`config.mk`:
```
export PLATFORM = sky130hd
export DESIGN_NAME = eth_tx_framer
export DESIGN_NICKNAME = d
export VERILOG_FILES = /design/src/rtl/eth_tx_framer.sv
export SDC_FILE = /design/constraint.sdc
export NUM_CORES = 1
export LEC_CHECK = 0
export ABC_AREA = 1
export CORE_MARGIN = 2
export CORE_UTILIZATION = 50
export DETAILED_ROUTE_END_ITERATION = 12
export MAX_ROUTING_LAYER = met4
export PLACE_DENSITY = 0.86
export SYNTH_ARGS = -nofsm -noshare
export SYNTH_HDL_FRONTEND = slang
export SYNTH_SLANG_ARGS = --single-unit
```
`constraint.sdc`:
```
create_clock -name clk -period 3.3 [get_ports clk]
set_input_delay 0.66 -clock clk [delete_from_list [all_inputs] [get_ports clk]]
set_output_delay 0.66 -clock clk [all_outputs]
set_load 0.01 [all_outputs]
```
`src/rtl/eth_tx_framer.sv`:
```
// eth_tx_framer: builds Ethernet frames (no FCS) from a header request plus a byte
// AXI-Stream payload. Ports: hdr_* request, in_* payload, out_* frame, frame_count.
module eth_tx_framer #(
  parameter logic [47:0] SRC_MAC = 48'hDEADBEEF1234,
  parameter int MIN_FRAME_BYTES = 60,
  parameter int CNT_W = 16
) (
  input  logic             clk,
  input  logic             rst,
  input  logic             hdr_valid,
  output logic             hdr_ready,
  input  logic [47:0]      hdr_dst_mac,
  input  logic [15:0]      hdr_ethertype,
  input  logic             in_tvalid,
  output logic             in_tready,
  input  logic [7:0]       in_tdata,
  input  logic             in_tlast,
  output logic             out_tvalid,
  input  logic             out_tready,
  output logic [7:0]       out_tdata,
  output logic             out_tlast,
  output logic [CNT_W-1:0] frame_count
);

  typedef enum logic [2:0] {
    S_IDLE, S_HDR, S_PAY, S_PAD, S_DONE
  } state_t;

  localparam logic [11:0] MIN_W = 12'(MIN_FRAME_BYTES);

  state_t state_q, state_d;
  logic [47:0] dst_q, dst_d;
  logic [15:0] et_q, et_d;
  logic [10:0] cnt_q, cnt_d;
  logic [7:0] data_q, data_d;
  logic valid_q, valid_d;
  logic last_q, last_d;
  logic [CNT_W-1:0] fc_q, fc_d;

  logic adv, tl_hs, hdr_acc, in_acc;
  logic [10:0] cnt_inc;
  logic [11:0] total;
  logic [111:0] hdr_vec, hdr_sh;
  logic [7:0] hdr_byte;

  assign adv = !valid_q || out_tready;
  assign tl_hs = valid_q && out_tready && last_q;
  assign cnt_inc = (&cnt_q) ? cnt_q : cnt_q + 11'd1;
  // length of the frame once the byte being loaded now is counted
  assign total = {1'b0, cnt_q} + 12'd1;

  // header byte selected by the byte counter, MSB-first
  assign hdr_vec = {dst_q, SRC_MAC, et_q};
  assign hdr_sh = hdr_vec << {cnt_q[3:0], 3'b000};
  assign hdr_byte = hdr_sh[111:104];

  // DONE accepts the next header in the cycle its tlast byte leaves
  assign hdr_ready = !rst &&
    ((state_q == S_IDLE && adv) ||
     (state_q == S_DONE && tl_hs));
  assign in_tready = !rst && state_q == S_PAY && adv;
  assign hdr_acc = hdr_valid && hdr_ready;
  assign in_acc = in_tvalid && in_tready;

  assign out_tvalid = valid_q;
  assign out_tdata = data_q;
  assign out_tlast = last_q;
  assign frame_count = fc_q;

  always_comb begin
    state_d = state_q;
    dst_d = dst_q;
    et_d = et_q;
    cnt_d = cnt_q;
    data_d = data_q;
    valid_d = valid_q;
    last_d = last_q;
    fc_d = fc_q;
    if (adv) begin
      valid_d = 1'b0;
      last_d = 1'b0;
    end
    unique case (state_q)
      S_IDLE, S_DONE: begin
        if (state_q == S_DONE && tl_hs) begin
          fc_d = fc_q + CNT_W'(1);
          cnt_d = '0;
          state_d = S_IDLE;
        end
        if (hdr_acc) begin
          dst_d = hdr_dst_mac;
          et_d = hdr_ethertype;
          data_d = hdr_dst_mac[47:40];
          valid_d = 1'b1;
          cnt_d = 11'd1;
          state_d = S_HDR;
        end
      end
      S_HDR: begin
        if (adv) begin
          data_d = hdr_byte;
          valid_d = 1'b1;
          cnt_d = cnt_inc;
          if (cnt_q == 11'd13) state_d = S_PAY;
        end
      end
      S_PAY: begin
        if (in_acc) begin
          data_d = in_tdata;
          valid_d = 1'b1;
          cnt_d = cnt_inc;
          if (in_tlast) begin
            if (total >= MIN_W) begin
              last_d = 1'b1;
              state_d = S_DONE;
            end else begin
              state_d = S_PAD;
            end
          end
        end
      end
      S_PAD: begin
        if (adv) begin
          data_d = 8'h00;
          valid_d = 1'b1;
          cnt_d = cnt_inc;
          if (total >= MIN_W) begin
            last_d = 1'b1;
            state_d = S_DONE;
          end
        end
      end
      default: state_d = S_IDLE;
    endcase
  end

  always_ff @(posedge clk) begin
    if (rst) begin
      state_q <= S_IDLE;
      dst_q <= '0;
      et_q <= '0;
      cnt_q <= '0;
      data_q <= '0;
      valid_q <= 1'b0;
      last_q <= 1'b0;
      fc_q <= '0;
    end else begin
      state_q <= state_d;
      dst_q <= dst_d;
      et_q <= et_d;
      cnt_q <= cnt_d;
      data_q <= data_d;
      valid_q <= valid_d;
      last_q <= last_d;
      fc_q <= fc_d;
    end
  end

endmodule
```
==> results by stage, run 1 <==
Global route:
- The initial antenna violation count came to 0.
- For this run, global-route usage on met1 was measured as 0.315.
- In the global route stage, met2 resource usage came out at 0.425.
- The met3 track demand over resource in global routing is 0.0462.
- The maximum number of pins on one net before global-route repair is 77.
- The most used routing layer is met2.
- The final global-route overflow total is 0.
- The number of global-route vias before repair is 4865.
- The total routing resource utilization after global routing is 0.259.
- The first global-routing pass estimated 22.5 mm of wire.

Routing:
- Dividing the detail-routed wire length by the instance count gives 13.8 um.
- After detailed routing, the total wire length is 13.8 mm.
- The detailed router finished its first iteration with 394 violations.
- The count of nets left with antenna violations once routing finished came out at 0.
- In the routed design, unresolved DRC markers number 0.
- The first detailed-routing pass took 5 iterations.
- In the routed layout, each cell is associated on average with a via count of 5.33.
- The final route contains 5307 vias.

STA:
- Setup repair after global routing left no endpoint under its margin.
- The final setup TNS is 0 ns.
- Dividing the final minimum period by the clock period gives 0.876.
- The worst path in the final design needs a cycle of 2.89 ns, including I/O delays and setup.
- The total count of hold-check failures in the final report is 0.
- The actual transition at the worst max-transition pin is 0.622 ns.
- Setup violations remaining at the end of the flow were counted as 0.
- The total count of max-transition violations in the final report is 0.
- The setup skew after layout is 0.0136 ns.
- In this run the tightest slew margin relative to its limit is 0.583.
- The top achievable clock speed is 346 MHz.

Critical path:
- The critical path goes through clkdlybuf4s50_1 > nand2_1 > nor2_1 > nand2_2 > a21oi_1 > clkdlybuf4s50_1.
- The element type at the critical path start is an input pin.
- The most used cell along the critical path is clkdlybuf4s50_1.
- On the critical path, the stage with the largest delay is an instance of clkdlybuf4s50_1.
- The startpoint of the most critical setup path is out_tready.
- The worst endpoint data arrival time is 2.23 ns.
- The maximum fanout count along the critical path is 9.
- The required time of the critical path is 2.64 ns.
- The endpoint of the worst-slack reg-to-reg timing path is state_q[0]$_SDFFE_PP0P_.
- The worst setup slack for register-to-register paths is 0.96 ns.
- The source of the worst register-to-register timing path is cnt_q[1]$_SDFFE_PP0P_.
- The worst setup path is captured at an output port.
- The kind of critical path is input pin to output port.
- The number of cells on the worst reg-to-reg path is 12.
- The stage delay of the slowest cell on the critical path is 0.57 ns.

Synth:
- The fraction of the mapped netlist area in compound gates was 0.166.
- The dominant combinational cell family by area after synthesis is simple AND/OR/NAND/NOR gates.
- The sequential-to-total area share from yosys stat is 0.408.
- The cell count after synthesis is 769.
- Counting every net in the synthesized netlist gives 852.
- Synthesis inferred 104 register bits.
- The count of warnings emitted by yosys is 0.
- The adder-cell area share of the yosys netlist is 0.0123.
- A synthesized cell averages 6.63 um^2.
- After synthesis, the share of cell area in mux cells is 0.
- Synthesis instantiated 36 different standard cells from the library.
- dfxtp_1 takes more of the synthesized area than any other cell.
- Of the total synthesized cell area, the portion taken by XOR and XNOR cells is 0.00515.
- The netlist area before placement is 5100 um^2.
- The share of synthesized cell area in and, or, nand and nor gates is 0.333.
- By area the synthesized netlist is led by dfxtp_1 (41%), nor2_1 (13%), nand2_1 (11%).
- The share of synthesized area in the top cell type comes to 0.408.

CTS:
- After clock tree synthesis, the clock-pin slew on the worst setup and hold paths is 0.11 ns.
- The clock tree synthesis step divided the H-tree into 3 levels.
- The insertion delay to the later sink of the worst-skew pair is 0.38 ns.
- The number of buffers inserted during clock tree synthesis is 9.
- The clock tree root buffer cell is clkbuf_8.
- The number of buffers inserted for hold repair after clock tree synthesis is 0.
- For this design, the sink count on the clock tree is 104.
- The post-cts resize count is 0.
- The clock tree from TritonCTS is built.
- No sink is reached through more buffers than the 2 on the longest clock path.
- The number of setup buffers added after CTS is 0.

Floorplan:
- The starting density of the core is 0.519.
- The horizontal die dimension is 105 um.
- The die covers 11000 um^2.
- The top-level port count is 106.
- The number of cell rows is 36.
- The floorplan step defined a core boundary enclosing 9820 um^2.
- The die is 105 um tall.

Worst hold path:
- The sink of the worst hold path is dst_q[10]$_SDFFE_PP0P_.
- In this run the worst hold path is classified as flip-flop to flip-flop.
- In this run the most critical hold path is launched from dst_q[10]$_SDFFE_PP0P_.
- The number of cells traversed by the worst hold path is 2.

Layout:
- The final layout net count is 940.
- The library cells used most frequently in the layout, excluding fill and tap cells, are nor2_1 (172), nand2_1 (152), clkdlybuf4s50_1 (105).
- The filler cell count in the final layout is 899.
- The area growth from synthesis to layout is 25.9%.
- With fillers left out, the area of the finished cells amounts to 6420 um^2.
- The antenna diode instance count is 0.
- The share of layout cells above drive strength 1 is 0.0592.
- Leaving out fill and tap cells, the most frequent cell in the layout is nor2_1.

Placed design:
- At the end of routability-driven placement, the weighted congestion stood at 0.906.
- After detailed placement, the total cell area comes to 6230 um^2.
- The post-detailed-placement half-perimeter wirelength is 10.1 mm.
- The number of input and output port buffers inserted is 105.

Run status:
- The run finished with clean final reports.

Flow run:
- The max-capacitance violation count is 0.

Pwr:
- VDD sags by at most 0.000190 V.
- Power spread over the standard cell area amounts to 424 nW/um^2.
- The static leakage is 2.52 nW.
==> how the worst max path moves through the flow <==
stage	end	cells past startpoint
finish	hdr_ready	6
global route	hdr_ready	6
CTS	hdr_ready	6
detailed placement	hdr_ready	6
global placement	hdr_ready	6
floorplan	out_tdata[6]$_SDFFE_PP0P_	9
==> power breakdown <==
| part | total, mW | internal, mW | switching (mW) |
|---|---|---|---|
| combinational | 0.544 | 0.231 | 0.313 |
| sequential | 1.40 | 1.34 | 0.0624 |
| clock | 0.778 | 0.296 | 0.482 |
| total | 2.72 | 1.86 | 0.858 |
==> synthesized netlist by cell type <==
cell type	count
nand2_4	1
clkbuf_1	23
a21oi_1	48
o211ai_1	1
nand2_1	152
a31oi_1	2
nand2_2	3
clkinv_4	1
nand4_1	11
a211oi_4	1
nor2_1	172
o221a_2	1
or2_2	1
buf_4	2
nand3_1	49
o221ai_1	6
o21ai_0	87
clkinv_1	1
ha_1	5
xor2_1	2
a22oi_1	2
nand3b_1	1
inv_1	55
xnor2_1	1
and2_1	1
buf_1	1
inv_2	2
o21a_1	5
nor3_2	1
nor2_2	13
nor2_4	1
buf_2	10
dfxtp_1	104
o21ai_1	1
o21ba_2	1
nor3_4	1
==> metrics by stage <==
step / hold slack (ns) / power, mW / instances / setup slack [ns] / utilization
2_1_floorplan: 0.424 / 1.75 / 769 / 1.39 / -
3_3_place_gp: 0.438 / 1.95 / 979 / 0.424 / 0.634
3_5_place_dp: 0.443 / 1.96 / 979 / 0.417 / 0.634
4_1_cts: 0.459 / 2.73 / 995 / 0.409 / 0.654
5_1_grt: 0.485 / 2.85 / 995 / 0.345 / 0.654
6_report: 0.459 / 2.72 / 995 / 0.409 / 0.654
==> state kept, by name (all words and copies together) (netlist names) <==
| name | cells |
|---|---|
| cnt_q | 11 |
| dst_q | 48 |
| et_q | 16 |
| frame_count | 16 |
| out_tdata | 8 |
| out_tlast | 1 |
| out_tvalid | 1 |
| state_q | 3 |
==> worst max-delay path: cells and delay by family <==
| kind | cells | cell delay (ns) |
|---|---|---|
| AO/OA/AOI/OAI | 1 | 0.16 |
| AND/OR/NAND/NOR | 3 | 0.34 |
| buffers and inverters | 2 | 1.06 |
==> cell families (layout without fill, tap and decap cells) <==
family | Yosys count | after routing
buffers and inverters | 95 | 188
adder cells (fa/ha/maj) | 5 | 5
AND/OR/NAND/NOR | 407 | 407
flip-flops | 104 | 104
XOR/XNOR | 3 | 3
AO/OA/AOI/OAI | 155 | 155
==> routing by layer <==
layer / wire length, um / part of all wire
met3: 840 / 0.061
met4: 430 / 0.031
met5: 0 / 0
met2: 6610 / 0.48
met1: 5880 / 0.43
==> final cells by class <==
cell class	instances	area, um^2	area share
Timing Repair Buffer	113	1110	0.173
Clock inverter	6	63.8	0.00994
Clock buffer	10	128	0.0199
Sequential cell	104	2080	0.324
Inverter	59	226	0.0353
Tap cell	133	166	0.0259
Multi-Input combinational cell	570	2640	0.411
Note: power is estimated with default switching activity, not from simulation.
==> inputs of run 2 (changes only) <==
Settings changed: CORE_MARGIN 2 to not set.
==> results by stage, run 2 (same netlist as run 1, synthesis figures left out) <==
Run status:
- The run finished with clean final reports.

Critical path:
- On the critical path, the stage with the largest delay is an instance of clkdlybuf4s50_1.
- The signal on the critical path passes through clkdlybuf4s50_1 > nand2_1 > nor2_1 > nand2_2 > a21oi_1 > clkdlybuf4s50_1.
- The stage delay of the slowest cell on the critical path was 0.56 ns (about the same).
- Counting stages on the worst path, the most repeated cell is clkdlybuf4s50_1.
- The kind of critical path is input pin to output port.
- The maximum fanout count along the critical path is 9 (unchanged).
- On the critical path the largest part of the delay comes from buffers and inverters.
- The worst setup path is launched from an input pin.
- STA classifies the critical path endpoint as an output port.
- The worst path buffer plus inverter count was 2 (unchanged).
- The required time of the critical path is 2.64 ns (about the same).
- The worst endpoint data arrival time is 2.24 ns (about the same).

Worst hold path:
- The min-delay analysis places its worst path in the category flip-flop to flip-flop.

Layout:
- The filler cell count in the final layout came to 906 (+0.78%).
- The antenna diode instance count came to 0 (unchanged).
- The most common cell after layout, fill and taps aside is nor2_1.
- The final layout net count is 940 (unchanged).
- The finished layout cell area is 6430 um^2 (+0.21%).
- In the layout the commonest cells are nor2_1 (172), nand2_1 (152), clkdlybuf4s50_1 (105).
- The post-route core utilization was 0.655 (+0.00140).
- The share of layout cells above drive strength 1 came to 0.0603 (+0.00116).
- The area growth from synthesis to layout is 26.1%.
- The largest register by flop count is dst_q.
- The number of flip-flops in the largest register is 48 (unchanged).

Pwr:
- The reported net switching power is 0.870 mW (+1.4%).
- The design internal power was 1.89 mW (+1.5%).
- The power density over the cells is 429 nW/um^2 (+1.2%).
- The share of power burned in combinational logic came to 0.196 (-0.004).
- The relative contribution of the clock network to total power is 0.297 (+0.011).
- The sequential power share is 0.507 (-0.007).
- The switching portion of total power is 0.315 (about the same).
- The static leakage is 2.53 nW (+0.50%).
- The peak supply drop is 0.000263 V (+39%).

STA:
- The total count of max-transition violations in the final report is 0 (unchanged).
- The total count of hold-check failures in the final report came to 0 (unchanged).
- The final setup TNS was 0 ns (unchanged).
- The minimum period implied by the final worst setup slack is 2.90 ns (+0.0111 ns).
- The relative slew slack is 0.581 (-0.00181).
- The top achievable clock speed is 345 MHz (-0.38%).
- The number of setup violations in the final report was 0 (unchanged).
- Setup repair after global routing left no endpoint under its margin.
- The fraction of the cycle the final worst path needs is 0.879 (+0.00338).
- The actual transition at the worst max-transition pin is 0.625 ns (+0.00270 ns).
- The setup skew after layout is 0.0148 ns (+0.00121 ns).

CTS:
- The TritonCTS sink count was 104 (unchanged).
- The setup fix buffers added after clock tree synthesis is 0 (unchanged).
- The clock tree from TritonCTS is built.
- The clock input transition at the sequential cells of the worst setup and hold paths is 0.11 ns (about the same).
- The cell sitting at the root of the clock tree is a clkbuf_8.
- The post-cts resize count is 0 (unchanged).
- The maximum level of the CTS H-tree is 3 (unchanged).
- The number of buffers inserted for hold repair after clock tree synthesis is 0 (unchanged).
- The largest buffer count on any clock path is 2 (unchanged).
- The number of buffers inserted during clock tree synthesis is 9 (unchanged).
- The insertion delay to the later sink of the worst-skew pair is 0.38 ns (about the same).

Routing:
- The average wire length per cell after detail routing is 13.7 um (-0.60%).
- The DRC violation total after the first TritonRoute iteration is 463 (+18%).
- The ratio of routed vias to standard cells is 5.25 (-1.6%).
- The iteration count of the initial detailed-routing pass is 5 (unchanged).
- The aggregate routed wire length is 13.7 mm (-0.60%).
- The final routed DRC violation total is 0 (unchanged).
- The total via count after detailed routing came to 5224 (-1.6%).
- The remaining antenna violation count came to 0 (unchanged).

Floorplan:
- The height of the die was 103 um (-1.9%).
- The number of cell rows was 36 (unchanged).
- The die area came to 10600 um^2 (-3.8%).
- The area of the placeable core is 9820 um^2 (unchanged).
- The starting density of the core came to 0.519 (unchanged).
- The top-level port count is 106 (unchanged).
- The horizontal die dimension is 103 um (-1.9%).

Global route:
- The first-pass GRT wire length is 22.4 mm (-0.49%).
- The total routing resource utilization after global routing is 0.282 (+0.0237).
- The initial antenna violation count is 0 (unchanged).
- The maximum number of pins on one net before global-route repair was 74 (-3.9%).
- The final global-route overflow total came to 0 (unchanged).
- The number of global-route vias before repair is 4807 (-1.2%).

Flow run:
- The max-capacitance violation count was 0 (unchanged).

Placed design:
- The cell area after placement is 6230 um^2 (unchanged).
- The routability congestion estimate from global placement is 0.879 (-3.0%).
- The number of input and output port buffers inserted is 105 (unchanged).
- The post-detailed-placement half-perimeter wirelength is 9.86 mm (-1.9%).
==> run 2: cell count changes in the layout (fill, tap and decap cells not counted), sizes merged <==
cell,delta
clkinv,-1
clkinvlp,-1
inv,+2
==> run 2: final timing paths <==
check	startpoint	cells past startpoint	end	slack (ns)
max reg2reg	cnt_q[1]$_SDFFE_PP0P_	12	state_q[1]$_SDFFE_PP0P_	0.94
max	out_tready	6	hdr_ready	0.40
min reg2reg	dst_q[10]$_SDFFE_PP0P_	2	dst_q[10]$_SDFFE_PP0P_	0.46
min	dst_q[10]$_SDFFE_PP0P_	2	dst_q[10]$_SDFFE_PP0P_	0.46
==> run 2: tightest hold or removal path, cell delays in order (launching register included) <==
cell and delay [ns]:
dfxtp_1 0.31, inv_1 0.06, a21oi_1 0.05
==> run 2: cell type report <==
class,count,area (um^2),area share
well taps,133,166,0.0259
multi-input cells,570,2640,0.411
flip-flops and latches,104,2080,0.324
clock buffers,10,138,0.0214
repair buffers,113,1110,0.173
inverters,59,226,0.0352
clock inverters,6,67.6,0.0105
==> run 2: stage by stage <==
| stage | std cells | hold slack, ns | setup WS (ns) | power, mW |
|---|---|---|---|---|
| final | 995 | 0.462 | 0.398 | 2.76 |
| after global routing | 995 | 0.486 | 0.300 | 2.90 |
| after CTS | 995 | 0.462 | 0.405 | 2.76 |
| after detailed placement | 979 | 0.446 | 0.413 | 1.96 |
| after global placement | 979 | 0.441 | 0.451 | 1.94 |
| after floorplan | 769 | 0.424 | 1.39 | 1.75 |
==> run 2: power groups by stage <==
stage	registers, mW	logic [mW]	clock network (mW)
after floorplan	1.41	0.338	0
after global placement	1.42	0.520	0
after detailed placement	1.43	0.532	0
after CTS	1.40	0.536	0.826
after global routing	1.41	0.608	0.881
final	1.40	0.540	0.821
==> run 2: routing by layer <==
metal  global-route usage  wire [um]
met5                    -          0
met4                0.126        518
met3               0.0508        858
met2                0.445       6430
met1                0.354       5880
